File: src/rtl/lane_pp_pkg.sv
// Shared defaults and FSM encoding for the lane ping-pong writer.
package lane_pp_pkg;

    localparam int DEPTH_DEF = 32;
    localparam int DW_DEF    = 8;
    localparam int AW_DEF    = $clog2(DEPTH_DEF);

    typedef enum logic [1:0] {
        FILL = 2'd0,
        FULL = 2'd1,
        SWAP = 2'd2
    } pp_state_t;

endpackage

File: src/rtl/lane_bank_ram.sv
// One DEPTH x DW bank: synchronous write, registered read that holds when idle.
module lane_bank_ram #(
    parameter int DEPTH = 32,
    parameter int DW    = 8,
    parameter int AW    = $clog2(DEPTH)
) (
    input  logic          clk,
    input  logic          reset,
    input  logic          we,
    input  logic [AW-1:0] waddr,
    input  logic [DW-1:0] wdata,
    input  logic          re,
    input  logic [AW-1:0] raddr,
    output logic [DW-1:0] rdata
);

    logic [DW-1:0] mem [DEPTH];

    // Contents are never cleared; only the read register sees reset.
    always_ff @(posedge clk) begin
        if (we)
            mem[waddr] <= wdata;
    end

    always_ff @(posedge clk) begin
        if (reset)
            rdata <= '0;
        else if (re)
            rdata <= mem[raddr];
    end

endmodule

File: src/rtl/lane_pingpong_writer.sv
// Double-buffered lane store: producer fills the back bank, display reads the front.
// Optional macro LANE_PP_STATS_EN adds the miss_cnt port and its counter.
module lane_pingpong_writer
    import lane_pp_pkg::*;
#(
    parameter int DEPTH = DEPTH_DEF,
    parameter int DW    = DW_DEF,
    parameter int AW    = $clog2(DEPTH)
) (
    input  logic          clk,
    input  logic          reset,
    input  logic          wr_valid,
    input  logic [DW-1:0] wr_data,
    output logic          wr_ready,
    input  logic          frame_sync,
    input  logic          rd_en,
    input  logic [AW-1:0] rd_addr,
    output logic [DW-1:0] rd_data,
    output logic          rd_valid,
`ifdef LANE_PP_STATS_EN
    output logic [7:0]    miss_cnt,
`endif
    output logic          front_bank
);

    pp_state_t     state, state_nxt;
    logic [AW-1:0] wr_addr, wr_addr_nxt;
    logic          front_nxt;
    logic          beat;
    logic          rd_sel;
    logic [DW-1:0] rdata0, rdata1;

    always_ff @(posedge clk) begin
        if (reset) begin
            state      <= FILL;
            wr_addr    <= '0;
            front_bank <= 1'b0;
        end else begin
            state      <= state_nxt;
            wr_addr    <= wr_addr_nxt;
            front_bank <= front_nxt;
        end
    end

    always_comb begin
        state_nxt   = state;
        wr_addr_nxt = wr_addr;
        front_nxt   = front_bank;
        wr_ready    = 1'b0;
        beat        = 1'b0;
        case (state)
            FILL: begin
                wr_ready = 1'b1;
                beat     = wr_valid;
                // frame_sync is ignored here: a partial bank is never shown.
                if (wr_valid) begin
                    wr_addr_nxt = wr_addr + 1'b1;
                    if (wr_addr == AW'(DEPTH - 1))
                        state_nxt = FULL;
                end
            end
            FULL: begin
                if (frame_sync)
                    state_nxt = SWAP;
            end
            SWAP: begin
                front_nxt   = ~front_bank;
                wr_addr_nxt = '0;
                state_nxt   = FILL;
            end
            default: state_nxt = FILL;
        endcase
    end

    // rd_sel remembers which bank answered the last read so rd_data holds.
    always_ff @(posedge clk) begin
        if (reset) begin
            rd_valid <= 1'b0;
            rd_sel   <= 1'b0;
        end else begin
            rd_valid <= rd_en;
            if (rd_en)
                rd_sel <= front_bank;
        end
    end

    lane_bank_ram #(.DEPTH(DEPTH), .DW(DW), .AW(AW)) u_bank0 (
        .clk   (clk),
        .reset (reset),
        .we    (beat & front_bank),
        .waddr (wr_addr),
        .wdata (wr_data),
        .re    (rd_en & ~front_bank),
        .raddr (rd_addr),
        .rdata (rdata0)
    );

    lane_bank_ram #(.DEPTH(DEPTH), .DW(DW), .AW(AW)) u_bank1 (
        .clk   (clk),
        .reset (reset),
        .we    (beat & ~front_bank),
        .waddr (wr_addr),
        .wdata (wr_data),
        .re    (rd_en & front_bank),
        .raddr (rd_addr),
        .rdata (rdata1)
    );

    assign rd_data = rd_sel ? rdata1 : rdata0;

`ifdef LANE_PP_STATS_EN
    always_ff @(posedge clk) begin
        if (reset)
            miss_cnt <= '0;
        else if (state == FILL && frame_sync && miss_cnt != 8'hFF)
            miss_cnt <= miss_cnt + 8'd1;
    end
`endif

endmodule

File: config.mk
export PLATFORM = sky130hd
export DESIGN_NAME = lane_pingpong_writer
export DESIGN_NICKNAME = d
export VERILOG_FILES = /design/src/rtl/lane_pp_pkg.sv /design/src/rtl/lane_bank_ram.sv /design/src/rtl/lane_pingpong_writer.sv
export SDC_FILE = /design/constraint.sdc
export NUM_CORES = 1
export LEC_CHECK = 0
export CORE_UTILIZATION = 65
export CTS_BUF_LIST = sky130_fd_sc_hd__clkbuf_2 sky130_fd_sc_hd__clkbuf_4 sky130_fd_sc_hd__clkbuf_8
export DETAILED_ROUTE_END_ITERATION = 7
export PLACE_DENSITY = 0.82
export SYNTH_ARGS = -nofsm -noshare
export SYNTH_HDL_FRONTEND = slang
export SYNTH_SLANG_ARGS = --single-unit
File: constraint.sdc
create_clock -name clk -period 3.6 [get_ports clk]
set_input_delay 0.9 -clock clk [delete_from_list [all_inputs] [get_ports clk]]
set_output_delay 0.9 -clock clk [all_outputs]
set_load 0.005 [all_outputs]
### Word level (Yosys, flattened, before mapping)

Memory sizes are Yosys's and may differ from the RTL's. A register that Yosys moved wholly into a read port is not among the register bits.
Index checks and enable logic that the tools add are counted.

| operators by class | value |
|---|---|
| add/sub/neg operators | 1 |
| $mul | 0 |
| div/mod/pow operators | 0 |
| magnitude comparators | 0 |
| equal/unequal tests | 6 |
| shifts and indexed selects | 0 |
| mux-type cells | 13 |
| bitwise operators | 5 |
| reductions and logical operators | 4 |

Operators by type and width:

| kind | count |
|---|---|
| case mux 5 bit (2 select lines) | 1 |
| 2-to-1 mux 8 bit | 1 |
| 2-to-1 mux 1 bit | 6 |
| 2-to-1 mux 2 bit | 3 |
| inequality test 2 bit, second input constant | 3 |
| adder 5 x 1 -> 5 bit, second input constant | 1 |
| == test 5 bit, second input constant | 1 |
| 2-to-1 mux 5 bit | 1 |
| bitwise AND 1 bit | 4 |
| case mux 2 bit (2 select lines) | 1 |
| AND reduction 3 bit | 1 |
| == test 2 x 1 -> 1 bit, second input constant | 1 |
| == test 2 bit, second input constant | 1 |
| logical NOT 2 bit | 1 |
| AND reduction 2 bit | 1 |
| nonzero test 2 bit | 1 |
| inverter 1 bit | 1 |

| storage, ports and cells | value |
|---|---|
| register bits | 10 |
| latch bits | 0 |
| RAM bits | 512 |
| bits in read-only memories | 0 |
| bits of input ports | 18 |
| memories | 2 |

Memories:

| memory | words | width | rd ports | clocked after Yosys merged registers in | wr ports | line | RTL |
|---|---|---|---|---|---|---|---|
| u_bank0.mem | 32 | 8 | 1 | 1 | 1 | lane_bank_ram.sv:17 | `logic [DW-1:0] mem [DEPTH];` |
| u_bank1.mem | 32 | 8 | 1 | 1 | 1 | lane_bank_ram.sv:17 |  |

### Depth between registers and ports, before layout

| depth | value |
|---|---|
| depth after elaboration | 5 |
| gate-level depth with buffers | 9 |
| gate-level depth less buffers | 6 |

### By module

Synthesis repeated with hierarchy kept, for this count alone.

| second synthesis, totals | value |
|---|---|
| cell total of the unflattened synthesis | 1268 |
| area, all modules | 21333.0 µm² |

Modules (own cells, without submodules):

| module | times used | cells each | area an instance (µm²) |
|---|---|---|---|
| lane_bank_ram | 2 | 601 | 10382.5 |
| lane_pingpong_writer | 1 | 66 | 568.0 |

### Worst setup path before layout

No wires, ideal clock.

| timing | value |
|---|---|
| kind | input to register |
| start | in rd_addr[0] |
| end | reg u_bank0.rdata[0], read port of u_bank0.mem |
| setup time | 0.126 ns |
| arrival time | 2.496 ns |
| required time | 3.474 ns |
| path slack | 0.978 ns |
| stages on the path | 6 |
| buffers on the path | 2 |
| cells stage by stage | buf_4 > buf_2 > mux4_2 > mux2_2 > a221oi_1 > o41ai_1 |

RTL lines:

| item | line | RTL |
|---|---|---|
| start: declaration | lane_pingpong_writer.sv:17 | `input logic [AW-1:0] rd_addr,` |
| end: declaration | lane_bank_ram.sv:14 | `output logic [DW-1:0] rdata` |

### Worst setup path after layout

| timing | value |
|---|---|
| start | reg rd_sel |
| end | out rd_data[3] |

| between the ends | value |
|---|---|
| word-level cells in the longest chain between the ends | 1 |

Ends and longest elaborated chain:

| item | line | RTL |
|---|---|---|
| start: declaration | lane_pingpong_writer.sv:30 | `logic rd_sel;` |
| start signal: assignment | lane_pingpong_writer.sv:83 | `rd_sel <= front_bank;` |
| 2-to-1 mux 8 bit | lane_pingpong_writer.sv:109 | `assign rd_data = rd_sel ? rdata1 : rdata0;` |
| end: declaration | lane_pingpong_writer.sv:18 | `output logic [DW-1:0] rd_data,` |

Every way passes these cells.

==> impl_metrics.ini <==
[run_status]
outcome = complete, no violations

[place]
io_buffer_count = 28
dp_hpwl_um = 30500
dp.cells = 1710
final_wtd_congestion = 0.923

[setup_path]
required_arrival_time_at_the_worst_endpoint_ps = 2700
rr_startpoint = state[0]$_SDFFE_PP0P_
end_kind = primary output
cp.buffers_inverters = 1
crit_path_cell_trace = mux2_2 > clkdlybuf4s50_1
cp-startpoint = rd_sel$_SDFFE_PP0P_
cpLargestDelayFamily = flip-flops
timing.critical_path.fanout_max = 9
worst-setup-path-type = flip-flop to primary output
critical_path_at_ps = 2090
crit_path_start_kind = flip-flop
cp_slowest_cell = dfxtp_1
crit_path_max_incr_delay_ps = 560

[yosys]
synth.net_count = 1229
synth-seq-cells = 538
synth_enable_flop_cells = 512
post_synth_instance_area_sq_um = 21300
synth.avg_cell_area_sq_um = 17.6
synthDistinctLibCells = 39
dominantRegCellSynth = edfxtp_1
synth_warnings = 0
synth_async_sr_flop_share = 0
synth-seq-area-share = 0.747
instance_count_of_the_mapped_netlist = 1206

[floorplan]
initial_utilization = 0.668
die_ar_sq_um = 33500
core_region_area_sq_um = 31900
die_height_um = 183
std_cell_rows = 65
ioPinCount = 29
floorplan.die.width_um = 183

[drt]
drtIter0Drc = 1840
dr.pass1.iters = 7
drt-total-wl_um = 48900
postRouteAntennaNets = 0
post_drt_via_cell_ratio = 6.51
route.detailed.wl_per_inst_um = 26.4
route.vias.total = 12040
drc = 0

[clock_tree]
ctsRootBufferMaster = clkbuf_8
cts_post_setup_buffers_inserted = 0
h-tree-depth = 3
cts_inserted_buffers = 79
cts-root-to-sink-buffers = 3
tritoncts = built
clock_insertion_delay_worst_skew_ps = 630
clk_pin_slew_worst_paths_ps = 60
ctsResizeCount = 0
cts_num_sinks = 538
postCtsHoldBufs = 0

[grt]
grt_start_max_net_pins = 55
global_route_wire_length_before_repair_um = 73000
gr-total-overflow = 0
antenna_found_initial = 0
grt.total_usage = 0.301
via_count_of_the_first_global_routing_pass = 12098

[pwr]
power_per_cell_area_nw_per_um2 = 506
total_leakage_power_nw = 8.32
ir_worst_vdd_uv = 543

[sta]
clock-skew-final_ps = 34.1
min_tclk_post_route_ps = 2990
slew_headroom = 0.373
setup_viol_count_final = 0
finalCritPeriodShare = 0.830
fmax_ghz = 0.335
slew_viol_final = 0
setup-tns-final_ps = 0
final_hold_viol_count = 0
grt_setup_unrepaired = false
tightest_slew_ps = 941

[finish]
drive_above_1_share = 0.216
layout_nets = 1379
area.growth.synth_to_final_pct = 12.9
final_cells = 1850
diodes = 0
final_core_utilization = 0.754
layout_common_cells = edfxtp_1, mux2i_1, buf_4
mostFrequentLayoutCell = edfxtp_1

[hold_path]
holdCritStartpoint = u_bank0.rdata[5]$_SDFFE_PP0P_
worst_hold_path_type = flip-flop to flip-flop

[run]
maxCapViolations = 0
-- layout make-up --
| type | count | area (sq um) |
|---|---|---|
| clock buffer | 110 | 1340 |
| clock inverter | 30 | 136 |
| fill | 1751 | 7850 |
| inverter | 3 | 11.3 |
| multi-input combinational | 592 | 4940 |
| sequential | 538 | 15900 |
| tap | 435 | 544 |
| timing repair buffer | 142 | 1160 |
-- cell families after synthesis --
kind of cell / share of synthesized area
AND/OR/NAND/NOR: 0.0345
multiplexers: 0.133
flip-flops: 0.747
AO/OA/AOI/OAI: 0.0602
buffers and inverters: 0.0219
XOR/XNOR: 0.000412
adder cells (fa/ha/maj): 0.00294
-- flip-flops by register name (all words and copies together), names as in the netlist --
| name | count |
|---|---|
| u_bank0.rdata | 8 |
| u_bank1.rdata | 8 |
| wr_addr | 5 |
| u_bank0.mem | 256 |
| rd_valid | 1 |
| state | 2 |
| rd_sel | 1 |
| u_bank1.mem | 256 |
| front_bank | 1 |
-- cell usage after synthesis (all sizes together) (4+ instances only) --
| cell type | instances | area, sq um |
|---|---|---|
| nand2 | 24 | 90.1 |
| o41ai | 6 | 52.6 |
| a22oi | 82 | 616 |
| ha | 5 | 62.6 |
| buf | 42 | 339 |
| a211oi | 16 | 145 |
| mux4 | 32 | 721 |
| nor3 | 8 | 40.0 |
| a221oi | 6 | 52.6 |
| dfxtp | 26 | 521 |
| nand3 | 7 | 35.0 |
| nor2 | 81 | 304 |
| nor2b | 14 | 87.6 |
| or2 | 4 | 25.0 |
| edfxtp | 512 | 15400 |
| clkbuf | 31 | 116 |
| a22o | 8 | 70.1 |
| or4 | 8 | 60.1 |
| nand2b | 5 | 31.3 |
| mux2i | 192 | 1920 |
| a21oi | 63 | 315 |
| mux2 | 17 | 191 |
-- layer usage --
metal  vias up  part of all wire  routed length (um)  global-route usage
met5         -                 0                   0                   0
met2       829              0.48               23700               0.476
met3       104              0.10                5050              0.0616
met1      5989              0.39               19000               0.426
met4         0             0.023                1150               0.102
li1       5118                 -                   -                   -
-- power by group --
part | total [mW] | internal (mW) | switching, mW
logic | 0.650 | 0.236 | 0.414
registers | 6.89 | 6.87 | 0.0149
clock network | 4.63 | 2.40 | 2.23
-- path summary, 6_finish.rpt --
check                                  endpoint  slack, ps  cells after the start
setup / recovery                     rd_data[3]        610                      2
hold / removal    u_bank0.rdata[5]$_SDFFE_PP0P_        490                      2
hold reg to reg   u_bank0.rdata[5]$_SDFFE_PP0P_        490                      2
setup reg to reg   u_bank0.mem[29][3]$_DFFE_PP_       1320                      5
-- through the flow --
stage	setup slack [ps]	power [mW]	area [sq um]	hold slack, ps
3_3_place_gp	263	7.64	22600	463
6_report	611	12.2	24000	493
5_1_grt	560	12.5	24000	504
3_5_place_dp	258	7.65	22600	478
2_1_floorplan	978	7.37	21300	416
4_1_cts	607	12.2	24000	489
-- worst reg2reg max path: cells and delay by family (launching register included) --
family,cells,cell delay (ps)
simple gates,4,1350
flops,1,440
buf+inv,1,200
No activity file was read; power rests on OpenSTA's default activity.
